--- src/rtl/edge_event_logger_pkg.sv ---
// Shared types for the multi-channel edge event logger.
// The event timestamp field exists only when EDGE_LOG_TS_EN is defined.
package edge_event_logger_pkg;

   // Event fields are sized for the largest supported build; the top slices them down.
   localparam int CHAN_W_MAX = 8;
   localparam int TS_W_MAX   = 32;

   function automatic int chan_w(input int n);
      return (n > 1) ? $clog2(n) : 1;
   endfunction

   typedef struct packed {
`ifdef EDGE_LOG_TS_EN
      logic [TS_W_MAX-1:0]   ts;
`endif
      logic [CHAN_W_MAX-1:0] chan;
      logic                  rise;
   } evt_t;

endpackage

--- src/rtl/edge_log_fifo.sv ---
// Synchronous event FIFO.
// Pointers carry one extra wrap bit to tell full from empty.
module edge_log_fifo
   import edge_event_logger_pkg::*;
#(
   parameter int DEPTH = 8
) (
   input  logic clk,
   input  logic rst,
   input  logic push,
   input  logic pop,
   input  evt_t din,
   output evt_t dout,
   output logic full,
   output logic empty
);

   localparam int AW = $clog2(DEPTH);
   localparam logic [AW:0] PTR_ONE = 1;

   evt_t        mem [DEPTH];
   logic [AW:0] wptr;
   logic [AW:0] rptr;
   logic        do_push;
   logic        do_pop;

   assign empty   = (wptr == rptr);
   assign full    = (wptr[AW] != rptr[AW]) && (wptr[AW-1:0] == rptr[AW-1:0]);
   assign do_pop  = pop && !empty;
   // A push into a full FIFO is legal when the head leaves on the same edge.
   assign do_push = push && (!full || do_pop);
   assign dout    = mem[rptr[AW-1:0]];

   always_ff @(posedge clk) begin
      if (rst) begin
         wptr <= '0;
         rptr <= '0;
      end else begin
         if (do_push) wptr <= wptr + PTR_ONE;
         if (do_pop)  rptr <= rptr + PTR_ONE;
      end
   end

   always_ff @(posedge clk) begin
      if (!rst && do_push) mem[wptr[AW-1:0]] <= din;
   end

endmodule

--- src/rtl/edge_event_logger.sv ---
// Multi-channel edge logger: sampler, per-channel pending slots, round-robin enqueue,
// saturating edge counters. Define EDGE_LOG_TS_EN to timestamp each event.
module edge_event_logger
   import edge_event_logger_pkg::*;
#(
   parameter int NCH   = 4,
   parameter int CNT_W = 8,
   parameter int DEPTH = 8,
   parameter int TS_W  = 16
) (
   input  logic                   clk,
   input  logic                   rst,
   input  logic [NCH-1:0]         sig_i,
   input  logic                   clear_i,
   output logic                   evt_valid_o,
   input  logic                   evt_ready_i,
   output logic [chan_w(NCH)-1:0] evt_chan_o,
   output logic                   evt_rise_o,
`ifdef EDGE_LOG_TS_EN
   output logic [TS_W-1:0]        evt_ts_o,
`endif
   output logic [NCH-1:0]         level_o,
   output logic [NCH*CNT_W-1:0]   edge_cnt_o,
   output logic                   overflow_o
);

   localparam int CW = chan_w(NCH);
   localparam logic [CW-1:0]    CH_ONE  = 1;
   localparam logic [CNT_W-1:0] CNT_ONE = 1;
   localparam logic [CNT_W-1:0] CNT_MAX = '1;

   logic [NCH-1:0]            edge_d;
   logic [NCH-1:0]            pend;
   logic [NCH-1:0]            pend_rise;
   logic [NCH-1:0]            gnt_oh;
   logic [NCH-1:0]            drop;
   logic [NCH-1:0][CNT_W-1:0] cnt;
   logic [CW-1:0]             rr_ptr;
   logic [CW-1:0]             gnt;
   logic                      gnt_vld;
   logic                      push;
   logic                      pop;
   logic                      fifo_full;
   logic                      fifo_empty;
   evt_t                      push_evt;
   evt_t                      head;
   logic                      unused_head;
`ifdef EDGE_LOG_TS_EN
   logic [TS_W-1:0]           ts_cnt;
   logic [NCH-1:0][TS_W-1:0]  pend_ts;
`else
   logic [TS_W-1:0]           unused_ts_w;
   assign unused_ts_w = '0;
`endif

   assign edge_d      = sig_i ^ level_o;
   assign pop         = evt_valid_o && evt_ready_i;
   assign push        = gnt_vld && (!fifo_full || pop);
   assign evt_valid_o = !fifo_empty;

   // Walk from the highest offset down so the channel nearest rr_ptr wins.
   always_comb begin : arbiter
      int idx;
      idx     = 0;
      gnt     = '0;
      gnt_vld = 1'b0;
      for (int i = NCH - 1; i >= 0; i--) begin
         idx = int'(rr_ptr) + i;
         if (idx >= NCH) idx = idx - NCH;
         if (pend[idx]) begin
            gnt     = CW'(idx);
            gnt_vld = 1'b1;
         end
      end
   end

   always_comb begin
      for (int k = 0; k < NCH; k++) gnt_oh[k] = push && (gnt == CW'(k));
      // A slot being granted this edge is free to take the new edge.
      drop          = edge_d & pend & ~gnt_oh;
      push_evt      = '0;
      push_evt.chan = CHAN_W_MAX'(gnt);
      push_evt.rise = pend_rise[gnt];
`ifdef EDGE_LOG_TS_EN
      push_evt.ts   = TS_W_MAX'(pend_ts[gnt]);
`endif
   end

   always_ff @(posedge clk) begin
      level_o <= sig_i;
      if (rst) begin
         pend       <= '0;
         pend_rise  <= '0;
         rr_ptr     <= '0;
         cnt        <= '0;
         overflow_o <= 1'b0;
      end else begin
         for (int k = 0; k < NCH; k++) begin
            if (edge_d[k] && !drop[k]) begin
               pend[k]      <= 1'b1;
               pend_rise[k] <= sig_i[k];
            end else if (gnt_oh[k]) begin
               pend[k] <= 1'b0;
            end
            if (clear_i)
               cnt[k] <= '0;
            else if (edge_d[k] && cnt[k] != CNT_MAX)
               cnt[k] <= cnt[k] + CNT_ONE;
         end
         if (push) rr_ptr <= (gnt == CW'(NCH - 1)) ? '0 : gnt + CH_ONE;
         overflow_o <= clear_i ? 1'b0 : (overflow_o | (|drop));
      end
   end

`ifdef EDGE_LOG_TS_EN
   always_ff @(posedge clk) begin
      if (rst) ts_cnt <= '0;
      else     ts_cnt <= ts_cnt + 1'b1;
      for (int k = 0; k < NCH; k++)
         if (!rst && edge_d[k] && !drop[k]) pend_ts[k] <= ts_cnt;
   end

   assign evt_ts_o    = head.ts[TS_W-1:0];
   assign unused_head = ^{head.chan, head.ts};
`else
   assign unused_head = ^head.chan;
`endif

   assign evt_chan_o = head.chan[CW-1:0];
   assign evt_rise_o = head.rise;
   assign edge_cnt_o = cnt;

   edge_log_fifo #(.DEPTH(DEPTH)) u_fifo (
      .clk   (clk),
      .rst   (rst),
      .push  (push),
      .pop   (pop),
      .din   (push_evt),
      .dout  (head),
      .full  (fifo_full),
      .empty (fifo_empty)
   );

endmodule

--- config.mk ---
export PLATFORM = sky130hd
export DESIGN_NAME = edge_event_logger
export DESIGN_NICKNAME = d
export VERILOG_FILES = /design/src/rtl/edge_event_logger_pkg.sv /design/src/rtl/edge_log_fifo.sv /design/src/rtl/edge_event_logger.sv
export SDC_FILE = /design/constraint.sdc
export NUM_CORES = 1
export LEC_CHECK = 0
export CAP_MARGIN = 10
export CORE_AREA = 3 3 90 92
export CTS_CLUSTER_DIAMETER = 30
export DETAILED_ROUTE_END_ITERATION = 6
export DIE_AREA = 0 0 93 95
export PLACE_DENSITY = 0.76
export SYNTH_ARGS = -nofsm -noshare
export SYNTH_HDL_FRONTEND = slang
export SYNTH_SLANG_ARGS = --single-unit
--- constraint.sdc ---
create_clock -name clk -period 2.2 [get_ports clk]
set_clock_uncertainty 0.1 [all_clocks]
set_input_delay 0.66 -clock clk [delete_from_list [all_inputs] [get_ports clk]]
set_output_delay 0.66 -clock clk [all_outputs]
set_load 0.05 [all_outputs]
==> run metrics <==
status=complete, but fails checks; violated checks=negative setup slack; Initial DRT Pass Iterations=4; Post-DP Area=4340 sq um; top-area cell type share of the netlist area=32.4%; Die X-Extent=93 microns; syn avg cell area=10.6 sq um; Pleak=0.00179 uW; core area=7290 sq um; Die H=95 microns; Slew @ Worst Pin=0.398 ns; RSZ-0062 raised after global routing=yes; Worst setup EP type=primary output; ys async rst share=0%; Final Cycle Share=115%; mapped cell area=3580 sq um; slew margin rel.=73.3%; clk slew on worst S/H paths=0.08 ns; R2R depth=7; via count=2707; CTS tree=yes; worst hold-check path type=register to register; count of final hold-check violations=0; post-synthesis sequential area ratio=52.6%; TritonCTS buffer count=9; Max-Cap Viols=0; residual DRC count=0; most frequent cells in the layout=69 x buf_4, 54 x dfxtp_1, 48 x nor2_1; utilization after layout=62.7%; Max Freq=395 MHz; CP required=1.44 ns; Post-Syn Instances=338; Post-synth EDFFs=24; fillers=638; cell count of the worst hold path=2; first-pass GRT wire length=12000 microns; Final setup viols=3; total clock sinks=82; Clk Latency, worst-skew pair=0.34 ns; synth unique cells=43; number of global-route vias before repair=2652; vias per cell=5.16; post-route ant nets=0; H-tree depth=3; clock period minus worst slack=2.53 ns; Buffers on Ports=48; gr usage total=17.0%; Worst Path Arrival=1.77 ns; largest net degree at the start of global routing=24; layout cells sized above 1=26.1%; ANT cells=0; total wire length=7260 microns; Max Root-Sink Buffers=2; Synth Net Count=352; synth top area cells=dfxtp_1 32%, edfxtp_1 20%, nor2_1 5.0%, xor2_1 4.9%, xnor2_1 3.9%; Max FO, Critical Path=6; GRT Residual Overflow=0; WS Path Type=register to primary output; Synth Flop Type=dfxtp_1; Startpoint Class=register; io pins=49; post-CTS setup repair buffer count=0; Synth Register Bits=82; fin nets=435; cell row count=31; 1st-iter DRT viols=90; most common cell after layout, fill and taps aside=buf_4; Initial Util=49.1%; fin worst setup slack=-0.332 ns; initial antenna violation count=0; Yosys warning count=0; post-route cell area=4570 sq um; post-DR wirelength/cell=13.8 microns; Layout area overhead=27.7%; Slew Viols, Final=0; GPL Wtd Cong=0.849; worst vdd ir=0.403 mV; Pwr Density=883 nW/um^2; Yosys top cell by area=dfxtp_1; die area=8840 sq um; dpl hpwl=5350 microns; CTS root buffer=clkbuf_8
## worst paths after layout
| check | startpoint | slack (ns) | end |
|---|---|---|---|
| min reg2reg | pend_rise[0]$_SDFFE_PP0P_ | 0.40 | pend_rise[0]$_SDFFE_PP0P_ |
| max reg2reg | pend[0]$_SDFFE_PP0P_ | 0.16 | pend_rise[0]$_SDFFE_PP0P_ |
| min | pend_rise[0]$_SDFFE_PP0P_ | 0.40 | pend_rise[0]$_SDFFE_PP0P_ |
| max | register | -0.33 | evt_chan_o[1] |
## critical path: stages (launching register included)
cell,delay [ns]
dfxtp_2,0.35
buf_12,0.12
mux4_2,0.52
mux2_4,0.29
buf_8,0.15
## kinds of logic after synthesis
| logic type | Yosys count | synth area share, % |
|---|---|---|
| AOI/OAI and AO/OA | 51 | 9.54 |
| xor gates and xnor gates | 36 | 8.80 |
| adders and majority gates | 6 | 2.10 |
| buffers and inverters | 19 | 2.10 |
| DFF | 82 | 52.6 |
| muxes | 20 | 7.86 |
| and+or+nand+nor | 124 | 17.1 |
## final cells by class
| type | instances | area, sq um | area share (%) |
|---|---|---|---|
| Tap cell | 99 | 124 | 2.71 |
| Clock buffer | 11 | 131 | 2.87 |
| Timing Repair Buffer | 83 | 704 | 15.4 |
| Multi-Input combinational cell | 237 | 1640 | 35.9 |
| Sequential cell | 82 | 1890 | 41.3 |
| Clock inverter | 5 | 53.8 | 1.18 |
| Inverter | 8 | 30.0 | 0.657 |
## flip-flops by register name (all words and copies together), names as in the netlist, named ones only
name and count:
edge_cnt_o 32, level_o 4, overflow_o 1, pend 4, pend_rise 4, rr_ptr 2
u_fifo.mem 24, u_fifo.rptr 4, u_fifo.wptr 4
## metal layers
metal	global-route usage [%]	part of all wire, %
met1	21.1	45
met2	29.2	49
met3	3.82	4.1
met4	6.11	1.5
met5	0	0
## power breakdown
| group | total, uW | switching, uW | internal (uW) |
|---|---|---|---|
| logic | 1200 | 630 | 569 |
| clock network | 1040 | 516 | 523 |
| registers | 1800 | 104 | 1700 |
## synthesized netlist by cell type (2+ instances only)
cell type	count
a211oi_1	2
a21oi_1	21
a31oi_1	2
and3_1	6
and4_1	5
buf_2	3
clkbuf_1	8
dfxtp_1	58
edfxtp_1	24
ha_1	6
inv_1	6
mux2_2	4
mux2i_1	9
mux4_2	6
nand2_1	22
nand2b_1	2
nand3_1	6
nand4_1	13
nor2_1	48
nor2b_1	4
nor3_1	2
nor3b_1	2
nor4_1	2
o21a_1	2
o21ai_0	11
o311ai_1	2
o31a_1	2
o31ai_1	4
or2_1	2
or3_1	7
xnor2_1	16
xor2_1	20
## repair_timing
item | 4_1_cts | 5_1_grt
setup endpoints to repair | 3 | 14
gates resized for setup | 10 | 5
hold buffers | 0 | 0
## metrics by stage
stage                     setup slack, ns  std cells  hold slack, ns  total power (uW)  TNS (ns)
after floorplan                    0.0357        338           0.359              2560         0
after global placement             -0.142        509           0.380              2940     -2.77
after detailed placement           -0.164        509           0.386              2970     -4.41
after CTS                          -0.364        525           0.399              4070     -1.02
after global routing               -0.391        525           0.413              4220     -1.10
final                              -0.332        525           0.403              4040    -0.924
No activity file was read; power rests on OpenSTA's default activity.
